===== src/rtl/lsk_uplink_receiver_if.sv =====
// Receiver-side bundle: comparator input, enable, and the valid/ready byte port.
interface lsk_uplink_receiver_if #(
  parameter int unsigned DATA_BITS = 8
);
  logic                 rx_en;
  logic                 lsk_in;
  logic                 rx_ready;
  logic [DATA_BITS-1:0] rx_data;
  logic                 rx_valid;
  logic                 parity_err;
  logic                 frame_err;
  logic                 overrun;
  logic                 busy;

  modport master (
    output rx_en, lsk_in, rx_ready,
    input  rx_data, rx_valid, parity_err, frame_err, overrun, busy
  );

  modport slave (
    input  rx_en, lsk_in, rx_ready,
    output rx_data, rx_valid, parity_err, frame_err, overrun, busy
  );
endinterface


===== src/rtl/lsk_uplink_receiver.sv =====
// Reader-side LSK uplink demodulator: synchronizes the coil-load comparator,
// recovers start/data/parity/stop framed bytes and presents them through a
// valid/ready holding register with parity, framing and overrun flags.
module lsk_uplink_receiver #(
  parameter int unsigned BIT_CYCLES = 16,
  parameter int unsigned DATA_BITS  = 8
) (
  input logic                 clk,
  input logic                 rst,
  lsk_uplink_receiver_if.slave bus
);

  localparam int unsigned CNT_W = $clog2(BIT_CYCLES);
  localparam int unsigned IDX_W = (DATA_BITS > 1) ? $clog2(DATA_BITS) : 1;
  localparam logic [CNT_W-1:0] HALF_LAST = CNT_W'(BIT_CYCLES / 2 - 1);
  localparam logic [CNT_W-1:0] FULL_LAST = CNT_W'(BIT_CYCLES - 1);
  localparam logic [IDX_W-1:0] IDX_LAST  = IDX_W'(DATA_BITS - 1);

  typedef enum logic [2:0] {
    IDLE, START, DATA, PARITY, STOP, WAIT_IDLE
  } state_t;

  state_t               state, state_next;
  logic                 s_meta, s_in, s_prev;
  logic [CNT_W-1:0]     cnt;
  logic [IDX_W-1:0]     idx;
  logic [DATA_BITS-1:0] shreg;
  logic                 par_bit;
  logic                 half_hit, full_hit;
  logic                 cnt_clr, data_cap, par_cap, deliver, stop_bad;

  assign half_hit = (cnt == HALF_LAST);
  assign full_hit = (cnt == FULL_LAST);
  assign bus.busy = (state != IDLE);

  // Two-flop synchronizer plus one-cycle delayed copy for rising-edge detect.
  always_ff @(posedge clk or posedge rst) begin
    if (rst) begin
      s_meta <= 1'b0;
      s_in   <= 1'b0;
      s_prev <= 1'b0;
    end else begin
      s_meta <= bus.lsk_in;
      s_in   <= s_meta;
      s_prev <= s_in;
    end
  end

  // State register.
  always_ff @(posedge clk or posedge rst) begin
    if (rst) state <= IDLE;
    else     state <= state_next;
  end

  // Next-state and per-cycle sampling strobes; rx_en low overrides everything.
  always_comb begin
    state_next = state;
    cnt_clr    = 1'b0;
    data_cap   = 1'b0;
    par_cap    = 1'b0;
    deliver    = 1'b0;
    stop_bad   = 1'b0;
    if (!bus.rx_en) begin
      state_next = IDLE;
      cnt_clr    = 1'b1;
    end else begin
      unique case (state)
        IDLE: begin
          cnt_clr = 1'b1;
          if (s_in && !s_prev) state_next = START;
        end
        START: begin
          if (half_hit) begin
            cnt_clr    = 1'b1;
            state_next = s_in ? DATA : IDLE;
          end
        end
        DATA: begin
          if (full_hit) begin
            cnt_clr  = 1'b1;
            data_cap = 1'b1;
            if (idx == IDX_LAST) state_next = PARITY;
          end
        end
        PARITY: begin
          if (full_hit) begin
            cnt_clr    = 1'b1;
            par_cap    = 1'b1;
            state_next = STOP;
          end
        end
        STOP: begin
          if (full_hit) begin
            cnt_clr = 1'b1;
            if (s_in) begin
              stop_bad   = 1'b1;
              state_next = WAIT_IDLE;
            end else begin
              deliver    = 1'b1;
              state_next = IDLE;
            end
          end
        end
        WAIT_IDLE: begin
          cnt_clr = 1'b1;
          if (!s_in) state_next = IDLE;
        end
        default: state_next = IDLE;
      endcase
    end
  end

  // Bit-cell counter and data bit index.
  always_ff @(posedge clk or posedge rst) begin
    if (rst) begin
      cnt <= '0;
      idx <= '0;
    end else begin
      cnt <= cnt_clr ? '0 : cnt + 1'b1;
      if (data_cap)           idx <= idx + 1'b1;
      else if (state != DATA) idx <= '0;
    end
  end

  // Payload and parity capture at the bit-cell sample points.
  always_ff @(posedge clk or posedge rst) begin
    if (rst) begin
      shreg   <= '0;
      par_bit <= 1'b0;
    end else begin
      if (data_cap) shreg[idx] <= s_in;
      if (par_cap)  par_bit    <= s_in;
    end
  end

  // Holding register, handshake and status flags.
  always_ff @(posedge clk or posedge rst) begin
    if (rst) begin
      bus.rx_data    <= '0;
      bus.rx_valid   <= 1'b0;
      bus.parity_err <= 1'b0;
      bus.frame_err  <= 1'b0;
      bus.overrun    <= 1'b0;
    end else begin
      bus.frame_err <= stop_bad;
      if (deliver) begin
        bus.rx_data    <= shreg;
        bus.parity_err <= (^shreg) ^ par_bit;
        bus.rx_valid   <= 1'b1;
      end else if (bus.rx_valid && bus.rx_ready) begin
        bus.rx_valid <= 1'b0;
      end
      // Delivery is impossible with rx_en low, so the clear cannot race a set.
      if (!bus.rx_en)
        bus.overrun <= 1'b0;
      else if (deliver && bus.rx_valid && !bus.rx_ready)
        bus.overrun <= 1'b1;
    end
  end

endmodule

===== src/flat_wrapper.sv =====
// flat-port wrapper written by rule: the top's interface ports become plain ports
module lsk_uplink_receiver_flat 
#(
  parameter int unsigned BIT_CYCLES = 16,
  parameter int unsigned DATA_BITS  = 8
)
  (clk, rst, bus_rx_en, bus_lsk_in, bus_rx_ready, bus_rx_data, bus_rx_valid, bus_parity_err, bus_frame_err, bus_overrun, bus_busy);
  lsk_uplink_receiver_if #(.DATA_BITS(DATA_BITS)) bus_i ();
  input logic clk;
  input logic rst;
  input wire logic [$bits(bus_i.rx_en)-1:0] bus_rx_en;
  input wire logic [$bits(bus_i.lsk_in)-1:0] bus_lsk_in;
  input wire logic [$bits(bus_i.rx_ready)-1:0] bus_rx_ready;
  output wire logic [$bits(bus_i.rx_data)-1:0] bus_rx_data;
  output wire logic [$bits(bus_i.rx_valid)-1:0] bus_rx_valid;
  output wire logic [$bits(bus_i.parity_err)-1:0] bus_parity_err;
  output wire logic [$bits(bus_i.frame_err)-1:0] bus_frame_err;
  output wire logic [$bits(bus_i.overrun)-1:0] bus_overrun;
  output wire logic [$bits(bus_i.busy)-1:0] bus_busy;
  assign bus_i.rx_en = bus_rx_en;
  assign bus_i.lsk_in = bus_lsk_in;
  assign bus_i.rx_ready = bus_rx_ready;
  assign bus_rx_data = bus_i.rx_data;
  assign bus_rx_valid = bus_i.rx_valid;
  assign bus_parity_err = bus_i.parity_err;
  assign bus_frame_err = bus_i.frame_err;
  assign bus_overrun = bus_i.overrun;
  assign bus_busy = bus_i.busy;
  lsk_uplink_receiver #(.BIT_CYCLES(BIT_CYCLES), .DATA_BITS(DATA_BITS)) u_core (.clk(clk), .rst(rst), .bus(bus_i));
endmodule

===== config.mk =====
export PLATFORM = sky130hd
export DESIGN_NAME = lsk_uplink_receiver_flat
export DESIGN_NICKNAME = d
export VERILOG_FILES = /design/src/rtl/lsk_uplink_receiver_if.sv /design/src/rtl/lsk_uplink_receiver.sv /design/src/flat_wrapper.sv
export SDC_FILE = /design/constraint.sdc
export NUM_CORES = 1
export LEC_CHECK = 0
export CORE_MARGIN = 5
export CORE_UTILIZATION = 30
export CTS_CLUSTER_DIAMETER = 80
export DETAILED_ROUTE_END_ITERATION = 6
export GPL_TIMING_DRIVEN = 0
export PLACE_DENSITY = 0.57
export SKIP_LAST_GASP = 1
export SLEW_MARGIN = 10
export SYNTH_ARGS = -nofsm -noshare
export SYNTH_HDL_FRONTEND = slang
export SYNTH_SLANG_ARGS = --single-unit

===== constraint.sdc =====
create_clock -name clk -period 2.7 [get_ports clk]
set_input_delay 0.54 -clock clk [delete_from_list [all_inputs] [get_ports clk]]
set_output_delay 0.54 -clock clk [all_outputs]
set_load 0.05 [all_outputs]

======== Word-level counts from Yosys, hierarchy flattened ========
Index checks and enable logic that the tools add are counted.
cells by class
  reduce and logical (&&, ||, !) cells .... 15
  mux-type cells .......................... 37
  equal/unequal tests ..................... 17
  $add $sub $neg .......................... 2
  bitwise logic cells ..................... 1
  $lt $le $gt $ge ......................... 2
operators by type and width
  operator                                              number
  2-to-1 mux 3 bit                                      11
  != test 3 x 2 -> 1 bit (second input constant)        7
  2-to-1 mux 1 bit                                      20
  case mux 3 bit (6 select lines)                       1
  equality test 3 bit (second input constant)           3
  bitwise mux 8 bit                                     1
  XOR reduction 8 bit                                   1
  AND reduction 7 bit                                   1
  equality test 3 x 2 -> 1 bit (second input constant)  2
  logical AND 1 bit                                     5
  adder 4 x 1 -> 4 bit (second input constant)          1
  equality test 4 x 3 -> 1 bit (second input constant)  1
  equality test 4 bit (second input constant)           1
  < comparator 3 x 4 -> 1 bit (second input constant)   1
  2-to-1 mux 4 bit                                      1
  nonzero test 2 bit                                    2
  adder 3 x 1 -> 3 bit (second input constant)          1
  demux 1 bit (select 3 bit)                            1
  equality test 3 x 1 -> 1 bit (second input constant)  1
  >= comparator 3 x 1 -> 1 bit (second input constant)  1
  logical NOT 3 bit                                     1
  != test 3 bit (second input constant)                 1
  case mux 1 bit (3 select lines)                       1
  nonzero test 3 bit                                    1
  6 further kinds                                       7
storage, ports and cells
  output and inout port bits .............. 13
  flip-flop bits (word level) ............. 34
  logic and storage cells ................. 87

======== Logic depth before layout (Yosys ltp) ========
Gate-level depths: netlist of the first run.
  depth after elaboration ................. 8
  gate-level depth with buffers ........... 7
  gate-level depth less buffers ........... 5

======== Worst setup path after synthesis of the first run ========
No wires, ideal clock.
  path kind ............................... reg2reg
  start point ............................. reg u_core.cnt[0]
  end point ............................... reg u_core.shreg[2]
  buffers on the path ..................... 1
  period minus slack after synthesis ...... 1980 ps
  arrival ................................. 1855 ps
  cell stages (with the launch flop) ...... 7
  library setup time ...................... 125 ps
  path slack .............................. 720 ps
  cell sequence ........................... dfrtp_1 > ha_1 > buf_4 > nand4_1 > or3_4 > nor3b_2 > mux2_2
on the way
  cells in the longest elaborated chain, start to end .. 4
RTL lines
  what                           line                        text
  start, declared                lsk_uplink_receiver.sv:25   logic [CNT_W-1:0] cnt;
  start signal, assigned         lsk_uplink_receiver.sv:119  cnt <= cnt_clr ? '0 : cnt + 1'b1;
  equality test 4 bit            lsk_uplink_receiver.sv:33   assign full_hit = (cnt == FULL_LAST);
  2-to-1 mux 1 bit               lsk_uplink_receiver.sv:79   if (full_hit) begin
  2-to-1 mux 1 bit               lsk_uplink_receiver.sv:67   unique case (state)
  2-to-1 mux 1 bit               lsk_uplink_receiver.sv:63   if (!bus.rx_en) begin
  end signal, assigned by index  lsk_uplink_receiver.sv:131  if (data_cap) shreg[idx] <= s_in;
  end, declared                  lsk_uplink_receiver.sv:27   logic [DATA_BITS-1:0] shreg;
Every way passes these cells.
A chain may end at the register's enable or synchronous reset.

======== Worst setup path after layout of the first run ========
  start point ............................. reg u_core.state[2]
  end point ............................... out bus_busy
on the way
  cells in the longest elaborated chain, start to end .. 1
RTL lines
  what                    line                       text
  start, declared         lsk_uplink_receiver.sv:23  state_t state, state_next;
  start signal, assigned  lsk_uplink_receiver.sv:52  else state <= state_next;
  nonzero test 3 bit      lsk_uplink_receiver.sv:34  assign bus.busy = (state != IDLE);
  end, declared           flat_wrapper.sv:19         output wire logic [$bits(bus_i.busy)-1:0] bus_busy;
Every way passes these cells.

==> metrics.txt, run 1 <==
vias per inst=4.65; setup TNS=0 ps; Row Count=27; Clock Tree Root=clkbuf_8; Post-CTS Repair Setup Buffers=0; dominant cells by area after synthesis=dfrtp_1, mux2_4, mux2_2, xnor2_1, ha_1; die area=0.00721 sq mm; synth warn=0; Fmax=402 MHz; port bufs=17; Clock Skews=5.49 ps; Initial Util=0.307; Synth-to-Final Area Change=21.9%; Critical Path Start Type=register; largest net degree at the start of global routing=35; maximum clock path buffer count=2; core region area=0.00547 sq mm; met2 Track Usage GR=0.146; post-route DRC violation count=0; global-route wire length before repair=5.34 mm; Setup crit end kind=output pin; hold_ws=350 ps; initial detailed-routing violation count=63; Post-Syn Nets=150; Avg Cell Area, Syn=11.9 sq um; DP Wirelength=2.19 mm; Die Wd=84.9 microns; final hold viol count=0; RSZ-0062 raised after global routing=no; Final Routed Wirelength=3.04 mm; CTS tree=built; H-tree depth=2; post-synthesis sequential area ratio=0.506; GR Overflow Total=0; CP max stage delay=710 ps; GP Congestion=0.817; number of synthesized flops with an enable pin=0; # diodes=0; biggest area consumer among synthesized cells=dfrtp_1; GRT Max-Usage Layer=met2; Seq. cell area=851 sq um; Filler cells=549; Crit-path slowest cell=clkdlybuf4s50_1; Hold Crit Class=register to register; distinct cell type count after synthesis=35; drt pass-1 iters=4; placed insts=231; pwr dens=491 mW/mm^2; layout cells sized above 1=0.228; CP arrival=1950 ps; Setup CP Type=register to output pin; top cells by count, synth=dfrtp_1, mux2_2, nand2_1; final slew viol count=0; Max transition margin=0.526; Crit path max-delay family=buffers and inverters; Main synth FF type=dfrtp_1; post-cts hold buffer count=0; Slew @ Worst Pin=710 ps; Core Util, Final=0.375; VDD IR max=268 uV; Final setup viols=0; CP max FO=10; Max Cap Viol=0; Final nets=174; clock slew at reported path FFs=60 ps; clock latency on the worst-skew pair=280 ps; period utilization=0.920; multi-input combinational cell area=736 sq um; overall routing resource usage=0.0922; cell with the most instances after synthesis=dfrtp_1; Tot Pwr=1010 uW; Post-Syn Area=0.00168 sq mm; drt wl/cell=12.7 microns; cts bufs inserted=5; die height=84.9 microns; final cell count without fillers=239; Synth top area share=0.506; status=completed; vias in the first global route=1123; Mapped Cells=142; Buf/Inv on CP=2; clock sink count=34; met3 Use GR=0.0311; Final ANT Viol Nets=0; Via Count=1111; antenna violations before repair=0; CP required=2160 ps; fin crit period=2490 ps; Seq cells post-synth=34; CTS resizes=0; met1 Use GR=0.116; FFs w/ async S/R, synth=1.00; Leak=0.000959 uW; crit-path cells=clkbuf_1, or3_1, clkdlybuf4s50_1; I/O Pins=18
==> through the flow <==
step,instance area (sq um),worst slack (ps)
floorplan,1680,720
global placement,1940,42.0
detailed placement,1940,-7.25
CTS,2050,205
global route,2050,139
finish,2050,215
==> flip-flops by register name, summed over array words and instances (netlist names), 3 cells and up <==
name	cells
u_core.idx	3
u_core.bus.rx_data	8
u_core.cnt	4
u_core.shreg	8
u_core.state	3
==> final timing paths <==
path	to	cells after the start	slack, ps	from
setup / recovery	bus_busy	3	210	u_core.state[2]$_DFFE_PP0P_
min in group asynchronous	u_core.bus.rx_data[4]$_DFFE_PP0P_	2	690	rst
hold / removal	u_core.s_in$_DFF_PP0_	0	350	u_core.s_meta$_DFF_PP0_
hold reg to reg	u_core.s_in$_DFF_PP0_	0	350	u_core.s_meta$_DFF_PP0_
max in group asynchronous	u_core.s_meta$_DFF_PP0_	2	1540	rst
setup reg to reg	u_core.shreg[0]$_DFFE_PP0P_	6	470	u_core.cnt[0]$_DFF_PP0_
==> layout make-up <==
type	count	area share
Buffer	10	0.0341
Clock buffer	5	0.0335
Clock inverter	3	0.0195
Inverter	7	0.0128
Multi-Input combinational cell	91	0.359
Timing Repair Buffer	17	0.0829
Tap cell	72	0.0439
Sequential cell	34	0.415
==> per-layer routing <==
metal | vias up | wire, microns
li1 | 541 | -
met1 | 544 | 1440
met2 | 19 | 1430
met3 | 7 | 130
met4 | 0 | 42
met5 | - | 0
==> kinds of logic (layout without fill, tap and decap cells) <==
kind of cell / Yosys count / after routing / share of synthesized area
multiplexers: 16 / 16 / 0.122
XOR/XNOR: 10 / 10 / 0.0602
adder cells (fa/ha/maj): 3 / 3 / 0.0223
AO/OA/AOI/OAI: 19 / 19 / 0.0796
flip-flops: 34 / 34 / 0.506
buffers and inverters: 17 / 42 / 0.0572
AND/OR/NAND/NOR: 43 / 43 / 0.153
==> cells in the final DEF (no fill, tap or decap), types with 2 or more instances in the layout <==
cell              n
or3_4             2
o31ai_1           2
buf_2             2
xor2_1            4
and3_1            3
nor3_1            4
clkinv_2          2
xnor2_1           5
nor2b_1           4
clkbuf_8          5
nand3_1           5
buf_6             3
nor2_1            7
o21ai_0           5
mux2_4            7
buf_4             2
nand3b_1          3
mux2_2            8
a21oi_1           4
or3b_4            2
ha_1              3
clkdlybuf4s50_1  17
dfrtp_1          34
nor3b_2           2
nand2_1           8
a41oi_1           2
a2111oi_0         2
clkbuf_1          3
inv_1             6
==> power by group <==
part / internal [uW] / switching [uW]
Clock: 271 / 182
Combinational: 13.7 / 26.1
Sequential: 513 / 2.42
Total: 798 / 210
Note: power is estimated with default switching activity, not from simulation.
==> run 2, diff against run 1 <==
--- a/config.mk
+++ b/config.mk
@@ -6,11 +6,12 @@
 export NUM_CORES = 1
 export LEC_CHECK = 0
 export CORE_MARGIN = 5
-export CORE_UTILIZATION = 30
+export CORE_UTILIZATION = 35
+export CTS_BUF_LIST = sky130_fd_sc_hd__clkbuf_4
 export CTS_CLUSTER_DIAMETER = 80
 export DETAILED_ROUTE_END_ITERATION = 6
 export GPL_TIMING_DRIVEN = 0
-export PLACE_DENSITY = 0.57
+export PLACE_DENSITY = 0.63
 export SKIP_LAST_GASP = 1
 export SLEW_MARGIN = 10
 export SYNTH_ARGS = -nofsm -noshare
==> metrics.txt, run 2 (same netlist as run 1, synthesis figures left out) <==
Synth-to-Final Area Change=17.3%; GP Congestion=0.769 (-5.8%); Row Count=25 (-7.4%); Filler cells=473 (-14%); fin crit period=2560 ps (+75.6 ps); DP Wirelength=2.27 mm (+3.4%); final hold viol count=0 (unchanged); Final setup viols=0 (unchanged); Seq. cell area=851 sq um (unchanged); Via Count=1116 (+0.45%); Clock Skews=7.59 ps (+2.09 ps); Tot Pwr=837 uW (-17%); # diodes=0 (unchanged); Setup crit end kind=output pin; layout cells sized above 1=0.222 (-0.00599); clock sink count=34 (unchanged); most frequent cells in the layout=dfrtp_1, clkdlybuf4s50_1, mux2_2, nand2_1; antenna violations before repair=0 (unchanged); cts bufs inserted=5 (unchanged); drt pass-1 iters=2 (-2); Post-CTS Repair Setup Buffers=0 (unchanged); Max transition margin=0.522 (-0.00382); Final nets=174 (unchanged); drt wl/cell=14.3 microns (+12%); most common cell after layout, fill and taps aside=dfrtp_1; H-tree depth=2 (unchanged); period utilization=0.948 (+0.0280); CTS tree=built; Clock Tree Root=clkbuf_4; Die Wd=79.3 microns (-6.5%); vias per inst=5.05 (+8.6%); DP Area=0.00192 sq mm (-1.2%); multi-input combinational cell area=736 sq um (unchanged); Regs by FF count=u_core.bus.rx_data: 8 flops, u_core.shreg: 8 flops, u_core.cnt: 4 flops; pwr dens=424 mW/mm^2 (-14%); global-route wire length before repair=5.54 mm (+3.7%); port bufs=17 (unchanged); clock slew at reported path FFs=110 ps (+50 ps); Fmax=391 MHz (-3.0%); Slew @ Worst Pin=716 ps (+5.72 ps); Finished Cell Area=0.00197 sq mm (-3.8%); clock latency on the worst-skew pair=330 ps (+50 ps); core region area=0.00469 sq mm (-14%); vias in the first global route=1182 (+5.3%); Core Util, Final=0.421 (+0.0459); largest net degree at the start of global routing=35 (unchanged); maximum clock path buffer count=2 (unchanged); Initial Util=0.359 (+0.0512); CP required=2160 ps (about the same); CTS resizes=0 (unchanged); Critical Path Start Type=register; Setup CP Type=register to output pin; Max Cap Viol=0 (unchanged); GR Overflow Total=0 (unchanged); R2R Setup Slk=510 ps (+40 ps); VDD IR max=204 uV (-24%); die height=79.3 microns (-6.5%); overall routing resource usage=0.114 (+0.0220); I/O Pins=18 (unchanged); RSZ-0062 raised after global routing=no; Hold Crit Class=register to register; post-route DRC violation count=0 (unchanged); final slew viol count=0 (unchanged); CP arrival=2020 ps (+70 ps); die area=0.00629 sq mm (-13%); status=completed; post-cts hold buffer count=0 (unchanged); Final Routed Wirelength=3.15 mm (+3.7%); initial detailed-routing violation count=36 (-43%); setup TNS=0 ps (unchanged); Leak=0.000934 uW (-2.6%); CP max FO=10 (unchanged); Final ANT Viol Nets=0 (unchanged)
run 2: layout make-up:
cell class / instances / area share
Buffer: 10 / 0.0355
Timing Repair Buffer: 17 / 0.0862
Multi-Input combinational cell: 91 / 0.373
Sequential cell: 34 / 0.431
Clock inverter: 2 / 0.00444
Inverter: 7 / 0.0133
Clock buffer: 6 / 0.0228
Tap cell: 54 / 0.0342
run 2: routing by layer:
metal  track usage  wire, microns
met3        0.0420            150
met5             0              0
met2         0.193           1560
met1         0.132           1410
met4        0.0430             31
run 2: worst max-delay path: stages, from the launching register on:
cell             delay [ps]
dfrtp_1                 390
clkbuf_1                350
or3_1                   160
clkdlybuf4s50_1         790
run 2: worst paths after layout:
kind	startpoint	endpoint	depth (start not counted)
min reg2reg	u_core.s_meta$_DFF_PP0_	u_core.s_in$_DFF_PP0_	0
max	u_core.state[2]$_DFFE_PP0P_	bus_busy	3
max reg2reg	u_core.cnt[0]$_DFF_PP0_	u_core.shreg[2]$_DFFE_PP0P_	6
min	u_core.s_meta$_DFF_PP0_	u_core.s_in$_DFF_PP0_	0
min in group asynchronous	rst	u_core.state[1]$_DFFE_PP0P_	2
max in group asynchronous	rst	u_core.idx[1]$_DFFE_PP0P_	2
run 2: power by group:
group	internal, uW	total (uW)	switching (uW)
clock	108	282	174
sequential	513	515	2.37
combinational	13.7	39.9	26.2
run 2: metrics by stage:
step	cells	hold slack (ps)	setup slack, ps
2_1_floorplan	142	331	720
3_3_place_gp	213	337	49.5
3_5_place_dp	213	345	68.2
4_1_cts	221	365	122
5_1_grt	221	377	1.09
6_report	221	360	139
==> run 3, diff against run 2 <==
--- a/config.mk
+++ b/config.mk
@@ -5,7 +5,7 @@
 export SDC_FILE = /design/constraint.sdc
 export NUM_CORES = 1
 export LEC_CHECK = 0
-export CORE_MARGIN = 5
+export CORE_MARGIN = 2
 export CORE_UTILIZATION = 35
 export CTS_BUF_LIST = sky130_fd_sc_hd__clkbuf_4
 export CTS_CLUSTER_DIAMETER = 80
==> metrics.txt, run 3 (same netlist as run 1, synthesis figures left out) <==
CP required=2160 ps (about the same); drt pass-1 iters=4 (+2); GP Congestion=0.807 (+4.9%); port bufs=17 (unchanged); Final setup viols=0 (unchanged); CP max FO=10 (unchanged); clock slew at reported path FFs=100 ps (about the same); VDD IR max=167 uV (-18%); GR Overflow Total=0 (unchanged); CTS tree=built; layout cells sized above 1=0.212 (-0.00944); Slew @ Worst Pin=714 ps (-2.06 ps); Clock Tree Root=clkbuf_4; Fmax=391 MHz (+0.23%); setup TNS=0 ps (unchanged); CP arrival=2010 ps (about the same); maximum clock path buffer count=2 (unchanged); most frequent cells in the layout=dfrtp_1, clkdlybuf4s50_1, mux2_2, nand2_1; worst hold path stage count=0 (unchanged); R2R Setup Slk=500 ps (about the same); Leak=0.000925 uW (-0.91%); # diodes=0 (unchanged); Post-CTS Repair Setup Buffers=0 (unchanged); overall routing resource usage=0.127 (+0.0126); post-route DRC violation count=0 (unchanged); largest net degree at the start of global routing=35 (unchanged); final slew viol count=0 (unchanged); fin crit period=2550 ps (-5.78 ps); Row Count=25 (unchanged); Setup crit end kind=output pin; DP Wirelength=2.17 mm (-4.4%); most common cell after layout, fill and taps aside=dfrtp_1; vias per inst=5.17 (+2.5%); clock sink count=34 (unchanged); pwr dens=406 mW/mm^2 (-4.2%); initial detailed-routing violation count=71 (+97%); die area=0.00538 sq mm (-15%); Via Count=1133 (+1.5%); CTS resizes=0 (unchanged); die height=73.3 microns (-7.6%); Reg2Reg Depth=6 (unchanged); core region area=0.00469 sq mm (unchanged); vias in the first global route=1097 (-7.2%); I/O Pins=18 (unchanged); RSZ-0062 raised after global routing=no; multi-input combinational cell area=736 sq um (unchanged); Clock Skews=13.5 ps (+5.93 ps); Core Util, Final=0.418 (-0.00267); status=completed; Seq. cell area=851 sq um (unchanged); Critical Path Start Type=register; period utilization=0.946 (-0.00214); Regs by FF count=u_core.bus.rx_data: 8 flops, u_core.shreg: 8 flops, u_core.cnt: 4 flops; cts bufs inserted=5 (unchanged); post-cts hold buffer count=0 (unchanged); drt wl/cell=13.7 microns (-4.2%); final hold viol count=0 (unchanged); clock latency on the worst-skew pair=320 ps (about the same); Filler cells=460 (-2.7%); Final Routed Wirelength=2.99 mm (-5.1%); Final ANT Viol Nets=0 (unchanged); Synth-to-Final Area Change=16.6%; global-route wire length before repair=5.24 mm (-5.5%); Hold Crit Class=register to register; Die Wd=73.3 microns (-7.6%); Setup CP Type=register to output pin; Initial Util=0.359 (unchanged); Max transition margin=0.524 (+0.00137); antenna violations before repair=0 (unchanged); Max Cap Viol=0 (unchanged); H-tree depth=2 (unchanged); Final nets=174 (unchanged)
[run 3: cell types whose count changed in the layout (fill, tap and decap cells not counted), sizes merged]
cell / delta
clkbuf: -1
clkinv: -1
[run 3: worst paths after layout]
kind | from | endpoint
worst min-delay path | u_core.s_meta$_DFF_PP0_ | u_core.s_in$_DFF_PP0_
worst max-delay path | u_core.state[2]$_DFFE_PP0P_ | bus_busy
max in group asynchronous | rst | u_core.bus.rx_data[1]$_DFFE_PP0P_
worst min register to register | u_core.s_meta$_DFF_PP0_ | u_core.s_in$_DFF_PP0_
worst max register to register | u_core.cnt[0]$_DFF_PP0_ | u_core.shreg[2]$_DFFE_PP0P_
min in group asynchronous | rst | u_core.state[0]$_DFFE_PP0P_
[run 3: final cells by class]
cell class                 instances  share of cell area
sequential                        34               0.434
buffer                            10              0.0357
clock buffer                       5              0.0191
clock inverter                     1             0.00191
multi-input combinational         91               0.375
tap                               54              0.0344
inverter                           7              0.0134
timing repair buffer              17              0.0867
[run 3: report_power, final]
group / switching, uW / internal [uW] / total, uW
logic: 25.9 / 13.7 / 39.7
registers: 2.46 / 513 / 515
clock network: 153 / 88.9 / 242
[run 3: per-layer routing]
| metal | wire length [microns] | vias up | global-route usage |
|---|---|---|---|
| met5 | 0 | - | 0 |
| met4 | 31 | 0 | 0.0364 |
| met3 | 159 | 4 | 0.0453 |
| met2 | 1470 | 29 | 0.206 |
| met1 | 1330 | 559 | 0.159 |
| li1 | - | 541 | - |
[run 3: critical path, cell delays in order (launching register included)]
cell             delay [ps]
dfrtp_1                 380
clkbuf_1                350
or3_1                   160
clkdlybuf4s50_1         790
[run 3: per-stage QoR]
step                      total power [uW]  instances  setup slack [ps]  hold WS (ps)  cell area, sq um
after floorplan                        550        142               720           331              1680
after global placement                 565        213              45.9           338              1920
after detailed placement               566        213              32.6           345              1920
after CTS                              815        219               133           352              1960
after global routing                   840        219              60.2           370              1960
final                                  797        219               145           343              1960
